===== src/rtl/ads1118_scan_ctrl_if.sv =====
// ADS1118 scan controller bus: scan control, SPI pins and tagged conversion results.
interface ads1118_scan_ctrl_if;
  logic        en;
  logic [3:0]  ch_mask;
  logic        sclk;
  logic        mosi;
  logic        miso;
  logic        cs_n;
  logic [15:0] data;
  logic [1:0]  data_ch;
  logic        data_valid;
  logic        busy;
  logic        timeout_err;

  modport master (
    input  en, ch_mask, miso,
    output sclk, mosi, cs_n, data, data_ch, data_valid, busy, timeout_err
  );

  modport slave (
    output en, ch_mask, miso,
    input  sclk, mosi, cs_n, data, data_ch, data_valid, busy, timeout_err
  );
endinterface


===== src/rtl/ads1118_scan_ctrl.sv =====
// ADS1118 round-robin scan controller: per-channel config write, DRDY wait, 16-bit SPI mode-1 frame,
// results tagged with the channel configured one frame earlier.
module ads1118_scan_ctrl #(
  parameter int unsigned CLK_DIV  = 50,
  parameter int unsigned NUM_CH   = 4,
  parameter int unsigned CS_GAP   = 64,
  parameter logic [15:0] CFG_BASE = 16'h82EB,
  parameter int unsigned DRDY_TO  = 1000000
) (
  input  logic                clk,
  input  logic                rst,
  ads1118_scan_ctrl_if.master bus
);

  typedef enum logic [2:0] {IDLE, GAP, WAIT_DRDY, SHIFT, HOLD} state_t;

  localparam int unsigned MAX_LIM = (DRDY_TO > CS_GAP)
                                    ? ((DRDY_TO > CLK_DIV) ? DRDY_TO : CLK_DIV)
                                    : ((CS_GAP > CLK_DIV) ? CS_GAP : CLK_DIV);
  localparam int unsigned CW = $clog2(MAX_LIM + 1);
  localparam logic [CW-1:0] GAP_LAST = CW'(CS_GAP - 1);
  localparam logic [CW-1:0] DIV_LAST = CW'(CLK_DIV - 1);
  localparam logic [CW-1:0] TO_LIM   = CW'(DRDY_TO);
  localparam logic [3:0]    VMASK    = 4'((32'd1 << NUM_CH) - 32'd1);
  localparam logic [1:0]    LAST_CH  = 2'(NUM_CH - 1);

  state_t        state_q, state_d;
  logic [CW-1:0] cnt_q, cnt_d;
  logic [3:0]    bit_q, bit_d;
  logic [15:0]   cfg_q, cfg_d;
  logic [15:0]   shift_q, shift_d;
  logic [1:0]    ch_q, ch_d;
  logic [1:0]    ch_ptr_q, ch_ptr_d;
  logic [1:0]    prev_ch_q, prev_ch_d;
  logic          prev_valid_q, prev_valid_d;
  logic          sclk_q, sclk_d;
  logic          mosi_q, mosi_d;
  logic          cs_n_q, cs_n_d;
  logic          busy_q, busy_d;
  logic [15:0]   data_q, data_d;
  logic [1:0]    data_ch_q, data_ch_d;
  logic          data_valid_q, data_valid_d;
  logic          timeout_q, timeout_d;
  logic          miso_s1, miso_s2;
  logic [3:0]    eff_mask;
  logic [1:0]    nxt_ch;

  // First enabled channel at or above the pointer, otherwise wrap to the lowest enabled one.
  function automatic logic [1:0] pick_ch(input logic [3:0] m, input logic [1:0] from);
    logic [1:0] sel;
    logic       hit;
    sel = '0;
    hit = 1'b0;
    for (int unsigned k = 0; k < 4; k++) begin
      if (!hit && m[k[1:0]] && (k >= 32'(from))) begin
        sel = k[1:0];
        hit = 1'b1;
      end
    end
    for (int unsigned k = 0; k < 4; k++) begin
      if (!hit && m[k[1:0]]) begin
        sel = k[1:0];
        hit = 1'b1;
      end
    end
    return sel;
  endfunction

  assign eff_mask = bus.ch_mask & VMASK;
  assign nxt_ch   = pick_ch(eff_mask, ch_ptr_q);

  always_ff @(posedge clk or posedge rst) begin
    if (rst) begin
      miso_s1 <= 1'b1;
      miso_s2 <= 1'b1;
    end else begin
      miso_s1 <= bus.miso;
      miso_s2 <= miso_s1;
    end
  end

  always_ff @(posedge clk or posedge rst) begin
    if (rst) begin
      state_q      <= IDLE;
      cnt_q        <= '0;
      bit_q        <= '0;
      cfg_q        <= '0;
      shift_q      <= '0;
      ch_q         <= '0;
      ch_ptr_q     <= '0;
      prev_ch_q    <= '0;
      prev_valid_q <= 1'b0;
      sclk_q       <= 1'b0;
      mosi_q       <= 1'b0;
      cs_n_q       <= 1'b1;
      busy_q       <= 1'b0;
      data_q       <= '0;
      data_ch_q    <= '0;
      data_valid_q <= 1'b0;
      timeout_q    <= 1'b0;
    end else begin
      state_q      <= state_d;
      cnt_q        <= cnt_d;
      bit_q        <= bit_d;
      cfg_q        <= cfg_d;
      shift_q      <= shift_d;
      ch_q         <= ch_d;
      ch_ptr_q     <= ch_ptr_d;
      prev_ch_q    <= prev_ch_d;
      prev_valid_q <= prev_valid_d;
      sclk_q       <= sclk_d;
      mosi_q       <= mosi_d;
      cs_n_q       <= cs_n_d;
      busy_q       <= busy_d;
      data_q       <= data_d;
      data_ch_q    <= data_ch_d;
      data_valid_q <= data_valid_d;
      timeout_q    <= timeout_d;
    end
  end

  always_comb begin
    state_d      = state_q;
    cnt_d        = cnt_q;
    bit_d        = bit_q;
    cfg_d        = cfg_q;
    shift_d      = shift_q;
    ch_d         = ch_q;
    ch_ptr_d     = ch_ptr_q;
    prev_ch_d    = prev_ch_q;
    prev_valid_d = prev_valid_q;
    sclk_d       = sclk_q;
    mosi_d       = mosi_q;
    cs_n_d       = cs_n_q;
    busy_d       = busy_q;
    data_d       = data_q;
    data_ch_d    = data_ch_q;
    data_valid_d = 1'b0;
    timeout_d    = 1'b0;

    case (state_q)
      IDLE: begin
        if (bus.en && (eff_mask != '0)) begin
          state_d = GAP;
          cnt_d   = '0;
        end
      end

      GAP: begin
        if (cnt_q >= GAP_LAST) begin
          if (!bus.en || (eff_mask == '0)) begin
            state_d      = IDLE;
            prev_valid_d = 1'b0;
          end else begin
            ch_d    = nxt_ch;
            cfg_d   = CFG_BASE | {1'b0, 3'(3'b100 + {1'b0, nxt_ch}), 12'h000};
            cs_n_d  = 1'b0;
            busy_d  = 1'b1;
            cnt_d   = '0;
            state_d = WAIT_DRDY;
          end
        end else begin
          cnt_d = cnt_q + CW'(1);
        end
      end

      WAIT_DRDY: begin
        if (!miso_s2) begin
          state_d = SHIFT;
          cnt_d   = '0;
          bit_d   = '0;
          sclk_d  = 1'b0;
          mosi_d  = cfg_q[15];
        end else if (cnt_q >= TO_LIM) begin
          // ch_ptr is untouched, so the next GAP selects the same channel again.
          timeout_d    = 1'b1;
          cs_n_d       = 1'b1;
          busy_d       = 1'b0;
          prev_valid_d = 1'b0;
          cnt_d        = '0;
          state_d      = GAP;
        end else begin
          cnt_d = cnt_q + CW'(1);
        end
      end

      SHIFT: begin
        if (cnt_q == DIV_LAST) begin
          cnt_d = '0;
          if (!sclk_q) begin
            sclk_d = 1'b1;
            mosi_d = cfg_q[4'd15 - bit_q];
          end else begin
            sclk_d  = 1'b0;
            shift_d = {shift_q[14:0], miso_s2};
            bit_d   = bit_q + 4'd1;
            if (bit_q == 4'd15) begin
              state_d = HOLD;
            end
          end
        end else begin
          cnt_d = cnt_q + CW'(1);
        end
      end

      HOLD: begin
        if (cnt_q >= DIV_LAST) begin
          cs_n_d  = 1'b1;
          busy_d  = 1'b0;
          mosi_d  = 1'b0;
          cnt_d   = '0;
          state_d = GAP;
          // Bits just read belong to the conversion configured in the previous frame.
          if (prev_valid_q) begin
            data_d       = shift_q;
            data_ch_d    = prev_ch_q;
            data_valid_d = 1'b1;
          end
          prev_ch_d    = ch_q;
          prev_valid_d = 1'b1;
          ch_ptr_d     = (ch_q >= LAST_CH) ? '0 : ch_q + 2'd1;
        end else begin
          cnt_d = cnt_q + CW'(1);
        end
      end

      default: state_d = IDLE;
    endcase
  end

  assign bus.sclk        = sclk_q;
  assign bus.mosi        = mosi_q;
  assign bus.cs_n        = cs_n_q;
  assign bus.busy        = busy_q;
  assign bus.data        = data_q;
  assign bus.data_ch     = data_ch_q;
  assign bus.data_valid  = data_valid_q;
  assign bus.timeout_err = timeout_q;

endmodule

===== src/flat_wrapper.sv =====
// flat-port wrapper written by rule: the top's interface ports become plain ports
module ads1118_scan_ctrl_flat 
#(
  parameter int unsigned CLK_DIV  = 50,
  parameter int unsigned NUM_CH   = 4,
  parameter int unsigned CS_GAP   = 64,
  parameter logic [15:0] CFG_BASE = 16'h82EB,
  parameter int unsigned DRDY_TO  = 1000000
)
  (clk, rst, bus_en, bus_ch_mask, bus_miso, bus_sclk, bus_mosi, bus_cs_n, bus_data, bus_data_ch, bus_data_valid, bus_busy, bus_timeout_err);
  ads1118_scan_ctrl_if bus_i ();
  input  logic clk;
  input  logic rst;
  input wire logic [$bits(bus_i.en)-1:0] bus_en;
  input wire logic [$bits(bus_i.ch_mask)-1:0] bus_ch_mask;
  input wire logic [$bits(bus_i.miso)-1:0] bus_miso;
  output wire logic [$bits(bus_i.sclk)-1:0] bus_sclk;
  output wire logic [$bits(bus_i.mosi)-1:0] bus_mosi;
  output wire logic [$bits(bus_i.cs_n)-1:0] bus_cs_n;
  output wire logic [$bits(bus_i.data)-1:0] bus_data;
  output wire logic [$bits(bus_i.data_ch)-1:0] bus_data_ch;
  output wire logic [$bits(bus_i.data_valid)-1:0] bus_data_valid;
  output wire logic [$bits(bus_i.busy)-1:0] bus_busy;
  output wire logic [$bits(bus_i.timeout_err)-1:0] bus_timeout_err;
  assign bus_i.en = bus_en;
  assign bus_i.ch_mask = bus_ch_mask;
  assign bus_i.miso = bus_miso;
  assign bus_sclk = bus_i.sclk;
  assign bus_mosi = bus_i.mosi;
  assign bus_cs_n = bus_i.cs_n;
  assign bus_data = bus_i.data;
  assign bus_data_ch = bus_i.data_ch;
  assign bus_data_valid = bus_i.data_valid;
  assign bus_busy = bus_i.busy;
  assign bus_timeout_err = bus_i.timeout_err;
  ads1118_scan_ctrl #(.CLK_DIV(CLK_DIV), .NUM_CH(NUM_CH), .CS_GAP(CS_GAP), .CFG_BASE(CFG_BASE), .DRDY_TO(DRDY_TO)) u_core (.clk(clk), .rst(rst), .bus(bus_i));
endmodule

===== config.mk =====
export PLATFORM = sky130hd
export DESIGN_NAME = ads1118_scan_ctrl_flat
export DESIGN_NICKNAME = d
export VERILOG_FILES = /design/src/rtl/ads1118_scan_ctrl_if.sv /design/src/rtl/ads1118_scan_ctrl.sv /design/src/flat_wrapper.sv
export SDC_FILE = /design/constraint.sdc
export NUM_CORES = 1
export LEC_CHECK = 0
export BUFFER_PORTS_ARGS = -buffer_cell sky130_fd_sc_hd__buf_2
export CAP_MARGIN = 0
export CORE_ASPECT_RATIO = 2
export CORE_MARGIN = 2
export CORE_UTILIZATION = 55
export DETAILED_ROUTE_END_ITERATION = 8
export PLACE_DENSITY = 0.84
export SYNTH_ARGS = -nofsm -noshare
export SYNTH_HDL_FRONTEND = slang
export SYNTH_SLANG_ARGS = --single-unit

===== constraint.sdc =====
create_clock -name clk -period 6.45 [get_ports clk]
set_input_delay 0.3225 -clock clk [delete_from_list [all_inputs] [get_ports clk]]
set_output_delay 0.3225 -clock clk [all_outputs]
set_load 0.02 [all_outputs]

After elaboration in Yosys (flattened, before gate mapping)
Cells that the tools add are included.
{"block": "totals", "out_inout_bits": 24, "word_cells": 159, "regBits": 87}
{"block": "classes", "bitwise_logic": 1, "muxes": 68, "add_sub_neg": 5, "reduce_logical": 38, "n_eq_ne": 20, "n_lt_le_gt_ge": 8}
{"operator": "20-bit two-way mux", "n": 7}
{"operator": "20-bit case mux with 5 select lines", "n": 1}
{"operator": "20-bit by 6-bit greater-or-equal comparator with 1-bit output, second input constant", "n": 2}
{"operator": "1-bit two-way mux", "n": 33}
{"operator": "3-bit two-way mux", "n": 8}
{"operator": "20-bit by 1-bit adder with 20-bit output, second input constant", "n": 1}
{"operator": "20-bit by 6-bit equality test with 1-bit output, second input constant", "n": 1}
{"operator": "20-bit greater-or-equal comparator, second input constant", "n": 1}
{"operator": "2-bit by 1-bit inequality test with 1-bit output, second input constant", "n": 9}
{"operator": "2-bit two-way mux", "n": 8}
{"operator": "3-bit case mux with 5 select lines", "n": 1}
{"operator": "3-bit AND reduction", "n": 5}
{"operator": "4-bit two-way mux", "n": 3}
{"operator": "1-bit case mux with 3 select lines", "n": 4}
{"operator": "6-bit AND reduction", "n": 2}
{"operator": "1-bit logical AND", "n": 11}
{"operator": "1-bit logical NOT", "n": 8}
{"operator": "4-bit case mux with 2 select lines", "n": 1}
{"operator": "7-bit AND reduction", "n": 1}
{"operator": "3-bit by 2-bit equality test with 1-bit output, second input constant", "n": 2}
{"operator": "2-bit inequality test, second input constant", "n": 3}
{"operator": "3-bit inequality test, second input constant", "n": 2}
{"operator": "3-bit nonzero test", "n": 2}
{"operator": "4-bit by 5-bit < comparator with 1-bit output, second input constant", "n": 1}
{"operator": "other kinds (22)", "n": 23}

Logic depth before layout (Yosys ltp)
Gate-level depths: netlist (run 1).
{"block": "logic_depth", "depth_word": 27, "depth_mapped": 9}

Least setup slack after synthesis (run 1)
Ideal clock, no wire load.
{"block": "synth_path", "path_type": "reg2reg", "startpoint": "reg u_core.cnt_q[9]", "endpoint": "reg u_core.data_q[0], in the netlist u_core.bus.data[0]", "setup_time_ns": 0.125, "stages_incl_launch_ff": 8, "arrival_ns": 2.114, "path_slack_ns": 4.211, "period_less_slack_ns": 2.239, "path_cell_list": "dfrtp_1 or4_1 nor3_4 and2_2 a21oi_2 nand2_2 buf_6 mux2_2"}
{"block": "synth_between", "elab_chain_cells": 2}
{"element": "start: declaration", "line_no": "ads1118_scan_ctrl.sv:28", "text": "logic [CW-1:0] cnt_q, cnt_d;"}
{"element": "start signal: assignment", "line_no": "ads1118_scan_ctrl.sv:103", "text": "cnt_q <= cnt_d;"}
{"element": "20-bit by 6-bit greater-or-equal comparator with 1-bit output", "line_no": "ads1118_scan_ctrl.sv:207", "text": "if (cnt_q >= DIV_LAST) begin"}
{"element": "3-bit AND reduction (no line)"}
{"element": "end signal: assignment", "line_no": "ads1118_scan_ctrl.sv:115", "text": "data_q <= data_d;"}
{"element": "end: declaration", "line_no": "ads1118_scan_ctrl.sv:40", "text": "logic [15:0] data_q, data_d;"}
Every way passes these cells.
A chain may end at the register's enable or synchronous reset.

Final worst setup path (run 1)
{"block": "layout_path", "startpoint": "reg u_core.cnt_q[9]", "endpoint": "reg u_core.bit_q[3]"}
{"block": "layout_between", "elab_chain_cells": 3}
{"element": "20-bit by 6-bit equality test with 1-bit output", "line_no": "ads1118_scan_ctrl.sv:188", "text": "if (cnt_q == DIV_LAST) begin"}
{"element": "2-bit by 1-bit inequality test with 1-bit output (no line)"}
{"element": "4-bit AND reduction (no line)"}
{"element": "end signal: assignment", "line_no": "ads1118_scan_ctrl.sv:104", "text": "bit_q <= bit_d;"}
{"element": "end: declaration", "line_no": "ads1118_scan_ctrl.sv:29", "text": "logic [3:0] bit_q, bit_d;"}
Every way passes these cells.

==> results of run 1 <==
-- path summary, 6_finish.rpt --
kind,startpoint,end,slack (ps),cells past startpoint
max in group asynchronous,rst,u_core.bus.data_ch[0],5600,3
min in group asynchronous,rst,u_core.shift_q[3],270,3
max reg2reg,u_core.cnt_q[9],u_core.bit_q[3],3590,6
min reg2reg,u_core.miso_s1,u_core.miso_s2,350,0
min,bus_miso,u_core.miso_s1,80,1
max,u_core.cnt_q[9],u_core.bit_q[3],3590,6
-- cells by family after synthesis --
family / Yosys count / synth area share
AO/OA/AOI/OAI: 69 / 0.120
XOR/XNOR: 3 / 0.00689
adder cells (fa/ha/maj): 5 / 0.0164
buffers and inverters: 28 / 0.0335
flip-flops: 77 / 0.506
multiplexers: 44 / 0.129
AND/OR/NAND/NOR: 121 / 0.189
-- report_power, final --
part	internal [W]	total [W]	switching (W)
clock network	0.000266	0.000475	0.000209
logic	0.000171	0.000434	0.000263
registers	0.000530	0.000592	0.0000612
-- registers in the layout (all words and copies together), names as in the netlist --
signal / flops
u_core.cfg_q: 2
u_core.state_q: 3
u_core.ch_ptr_q: 2
u_core.prev_valid_q: 1
u_core.miso_s1: 1
u_core.bus.mosi: 1
u_core.bit_q: 4
u_core.shift_q: 16
u_core.ch_q: 1
u_core.bus.cs_n: 1
u_core.cnt_q: 20
u_core.bus.data_valid: 1
u_core.miso_s2: 1
u_core.prev_ch_q: 2
u_core.bus.data: 16
u_core.bus.timeout_err: 1
u_core.bus.sclk: 1
u_core.bus.busy: 1
u_core.bus.data_ch: 2
-- layer usage --
metal / vias to the layer above / global-route usage
met2: 81 / 0.356
met4: 0 / 0.0833
met1: 1387 / 0.278
li1: 1331 / -
met3: 11 / 0.0536
met5: - / 0
-- through the flow --
stage / setup slack, ps / instance area (um^2)
2_1_floorplan: 4170 / 3810
3_3_place_gp: 3690 / 4040
3_5_place_dp: 3570 / 4040
4_1_cts: 3570 / 4320
5_1_grt: 3390 / 4320
6_report: 3590 / 4320
-- final cells by class --
cell class                 instances  area share
inverter                          20      0.0174
clock inverter                     7      0.0133
tap                               90      0.0261
clock buffer                       9      0.0521
timing repair buffer              32      0.0376
multi-input combinational        242       0.407
sequential                        77       0.447
-- cell usage after synthesis (3+ instances only) --
master and n:
o31ai_1 3, o211ai_1 3, a22o_1 5, mux2_2 36, nor2_1 20, nand4_1 5, o21ai_1 7, mux2i_1 7
ha_1 5, a21oi_1 15, nor3_4 3, and3_1 6, or3_1 8, o22ai_1 3, nor3_1 9, and2_1 4
dfrtp_1 74, nand3_1 16, o21ai_0 13, buf_2 3, dfstp_2 3, nand2_1 23, inv_1 20
-- critical path, stage by stage (launching register included) --
cell	delay, ps
dfrtp_1	460
or4_1	600
nor3_4	250
nand4_1	820
nor2_1	390
xnor2_1	150
nor2_1	60
==> results.md, run 1 <==
- finished, final reports clean — outcome
- 62.9 um — floorplan die width
- clkbuf_16 — cell at the root of the clock tree
- 4.01 mm — met2 wirelength from detailed routing
- 0 — final hold viol count
- 13.0 mm — global-route wire length before repair
- 0.00150 W — total design power
- 74 x dfrtp_1, 36 x mux2_2, 31 x buf_2 — most used cells in the layout excluding fill and tap cells
- 0 — number of endpoints failing setup at the final stage
- 78 — largest net degree at the start of global routing
- 3810 um^2 — summed instance area of the synthesized netlist
- 3070 ps — crit path DAT
- in2reg — worst min path class
- 0 — number of antenna repair diodes
- 122 um — height of the die
- 9 — clock buffers created by TritonCTS
- 0 ps — final total negative setup slack
- 43 — Std-Cell Rows
- 540 — final-layout fill cell count
- 23 — Worst Path Max Fanout
- 0.558 — initial cell density of the core
- 350 MHz — achievable clock frequency
- dfrtp_1 — leading area contributor after synthesis
- 347 — gate count of the mapped netlist
- 7660 um^2 — area of the die
- done — TritonCTS clock tree
- 0 — Final Slew Violations
- 77 — clock tree sinks
- 11.0 um^2 — mean area per synthesized cell
- 3.31 mm — wire length on met1
- flip-flop — Critical Path End Type
- 60 ps — Reg clk slew, reported paths
- 461 — Cells after DPL
- 0 — quantity of gates resized following cts
- reg2reg — critical path type
- 0.632 — Final Core Density
- 67 — synth unique cells
- 7.86 ps — largest clock skew in the final design
- 216 — detailed router's first-iteration violation count
- 6660 ps — required time of the critical path
- 477 — post-layout instance count excluding filler cells
- 0.263 — worst slew slack as a fraction of its limit
- 0 — number of nets with antenna violations after routing
- 7.76 mm — Detailed Route WL
- 360 — Syn Nets
- 0.315 mV — worst supply voltage drop on vdd
- 5.89 — post-detailed-route via-to-cell ratio
- 0 — global route overflow
- 1.00 — fraction of registers with async set or reset after synthesis
- 0 — count of flip-flops with a built-in enable after synthesis
- 1760 um^2 — area occupied by multi-input gates
- 2.09 nW — leakage power summed over all cells
- 0 — count of yosys warnings during synthesis
- 2,762 — vias in the first global route
- 4 — detailed-routing iteration count for the pre-antenna-repair pass
- 0 — number of buffers added for setup after CTS
- 347 nW/um^2 — power per cell area
- 3 — # H-tree levels
- 320 um — met3 layer wire length in the routed design
- 395 — number of nets in the layout
- 6830 um^2 — area of the core
- 2,810 — total via count after detailed routing
- 32 — I/O pin total
- 340 ps — clock network latency to the later pin of the worst-skew pair
- 84.8 ps — final worst hold slack
- 0.485 — top cell type's share of synthesized area
- 0.292 — proportion of layout cells with a drive suffix above 1
- 0.506 — register area share after synthesis
- 31 — number of buffers inserted by port buffering
- 2860 ps — minimum period implied by the final worst setup slack
- 16.3 um — Avg WL per Cell
- 0.833 — final weighted congestion in routability-driven placement
- false — setup repair after global routing missed its margin
- 0.443 — part of the cycle the worst path needs
- dfrtp_1 — predominant post-synthesis flop cell
- 2 — number of buffers on the longest clock path
- 77 — register bit total from synthesis
- 1110 ps — actual transition at the worst max-transition pin
- 0 — count of hold buffers inserted by post-cts repair
- 13.3% — Layout area overhead
- 0 — max-cap violation count
- 0.217 — total global-route track usage
- dfrtp_1 49%, mux2_2 11%, nand2_1 2.3%, nand3_1 2.1%, dfstp_2 2.1% — leading post-synthesis cells by cell area
- 5.33 mm — Detail Placement HPWL
- 0 — number of antenna violations at the first check in global routing
- dfrtp_1 — leading cell type in the layout, fill and taps excluded
- flip-flop — kind of start point of the critical path
- 1930 um^2 — storage element area
- 0 — DR DRC count
- met4 — uppermost layer routed
No activity file was read; power rests on OpenSTA's default activity.
==> run 2, diff against run 1 <==
CORE_UTILIZATION = 54   (was 55)
PLACE_DENSITY = 0.86   (was 0.84)
clock period = 2.6 ns   (was 6.45 ns; I/O delays follow)
==> results.md, run 2 (same netlist as run 1, synthesis figures left out) <==
- flip-flop — kind of start point of the critical path
- clkbuf_16 — cell at the root of the clock tree
- 2,872 — total via count after detailed routing
- 2 — number of buffers on the longest clock path
- 15.0% — Layout area overhead
- 32 — I/O pin total
- 11 — Worst Path Max Fanout
- 1930 um^2 — storage element area
- 31 — number of buffers inserted by port buffering
- 0.918 — final weighted congestion in routability-driven placement
- u_core.cnt_q[13] — worst reg2reg path endpoint
- 1760 um^2 — area occupied by multi-input gates
- 857 nW/um^2 — power per cell area
- u_core.cfg_q[13] — WHS Endpoint
- 13.9 mm — global-route wire length before repair
- 405 — number of nets in the layout
- 17.1 um — Avg WL per Cell
- 0 — DR DRC count
- u_core.cnt_q[1] — worst reg2reg startpoint
- simple AND/OR/NAND/NOR gates — gate family responsible for the most delay along the worst path
- 123 um — height of the die
- 2,954 — vias in the first global route
- 0 — number of antenna violations at the first check in global routing
- 151 — detailed router's first-iteration violation count
- dfrtp_1 — leading cell type in the layout, fill and taps excluded
- 0 — final hold viol count
- 134 ps — final worst-path setup slack
- 0.554 — initial cell density of the core
- 0.511 — worst slew slack as a fraction of its limit
- finished, final reports clean — outcome
- 9 — clock buffers created by TritonCTS
- 130 ps — Reg2Reg Setup Slack
- 74 x dfrtp_1, 36 x mux2_2, 31 x buf_2 — most used cells in the layout excluding fill and tap cells
- bus_ch_mask[3] — worst hold start
- 0.637 — Final Core Density
- 3 — Min-Delay Path Depth
- 2470 ps — minimum period implied by the final worst setup slack
- 8.31 mm — Detailed Route WL
- 0.300 — proportion of layout cells with a drive suffix above 1
- 340 ps — clock network latency to the later pin of the worst-skew pair
- 724 ps — actual transition at the worst max-transition pin
- 0.667 mV — worst supply voltage drop on vdd
- 2860 ps — required time of the critical path
- false — setup repair after global routing missed its margin
- u_core.cnt_q — register bank with the most flops
- 0 — max-cap violation count
- 0 — number of antenna repair diodes
- 25 — largest net degree at the start of global routing
- 0.235 — total global-route track usage
- 6890 um^2 — area of the core
- 5.87 mm — Detail Placement HPWL
- 0.948 — part of the cycle the worst path needs
- 4 — detailed-routing iteration count for the pre-antenna-repair pass
- or4b_2 — slowest stage cell, crit path
- 77 — clock tree sinks
- in2reg — worst min path class
- 576 — final-layout fill cell count
- 630 ps — max incr delay on CP
- 0 — Final Slew Violations
- done — TritonCTS clock tree
- 20 — flip-flop count of the largest register, all copies and words added
- 0 — number of endpoints failing setup at the final stage
- 60 ps — Reg clk slew, reported paths
- 0 — number of nets with antenna violations after routing
- 2.14 nW — leakage power summed over all cells
- inv_1 > ha_1 > or4b_2 > a21oi_1 > o211a_1 > or3_1 > nand2_1 > o22ai_1 — Critical Path, Cell by Cell
- 2720 ps — crit path DAT
- flip-flop — Critical Path End Type
- 43 — Std-Cell Rows
- 0 ps — final total negative setup slack
- reg2reg — critical path type
- 7790 um^2 — area of the die
- 406 MHz — achievable clock frequency
- 1 — number of buffers and inverters on the critical path
- 8 — Worst Reg-to-Reg Cells
- 3.95 ps — largest clock skew in the final design
- 0 — global route overflow
- 63.4 um — floorplan die width
- 5.90 — post-detailed-route via-to-cell ratio
- 101 ps — pre-CTS setup slack
- 3 — # H-tree levels
## run 2: power by group
part           internal (W)  switching (W)
combinational      0.000490       0.000693
clock              0.000643       0.000478
sequential          0.00132       0.000140
## run 2: tightest hold or removal path, delay by kind of cell
kind            cells  cell delay, ps
buf+inv             1             120
compound gates      2             270
## run 2: worst max-delay path by stage
stage | start | to | slack [ps] | cells after the start
finish | u_core.cnt_q[1] | u_core.cnt_q[13] | 130 | 8
global placement | u_core.cnt_q[9] | u_core.bus.data[0] | 140 | 6
detailed placement | u_core.cnt_q[9] | u_core.bus.data[5] | 100 | 6
CTS | u_core.cnt_q[9] | u_core.bus.data[5] | 90 | 6
floorplan | u_core.cnt_q[9] | u_core.bus.data[0] | 360 | 7
global route | u_core.cnt_q[1] | u_core.cnt_q[13] | 1 | 8
## run 2: timing repair
| action | CTS | global route |
|---|---|---|
| hold endpoints to repair | 20 | 0 |
| resized for setup | 0 | 2 |
| endpoints found under the setup margin | 0 | 21 |
| hold buffers | 2 | 0 |
| setup buffers | 0 | 0 |
## run 2: metal layers
layer,vias to the layer above,global-route usage,part of all wire
li1,1352,-,-
met1,1428,0.229,0.35
met2,65,0.443,0.58
met3,27,0.0541,0.031
met4,0,0.133,0.039
met5,-,0,0
## run 2: layout make-up
class | count | share of cell area
well taps | 90 | 0.0257
repair buffers | 42 | 0.0553
clock buffers | 12 | 0.0539
clock inverters | 4 | 0.00570
multi-input cells | 242 | 0.402
flip-flops and latches | 77 | 0.440
inverters | 20 | 0.0171
## run 2: per-stage QoR
step                      instances  area (um^2)  hold WS (ps)  total power (W)
after floorplan                 347         3810           134          0.00232
after global placement          469         4100           154          0.00257
after detailed placement        469         4100           169          0.00263
after CTS                       487         4380           227          0.00376
after global routing            487         4390           251          0.00394
final                           487         4390           222          0.00376
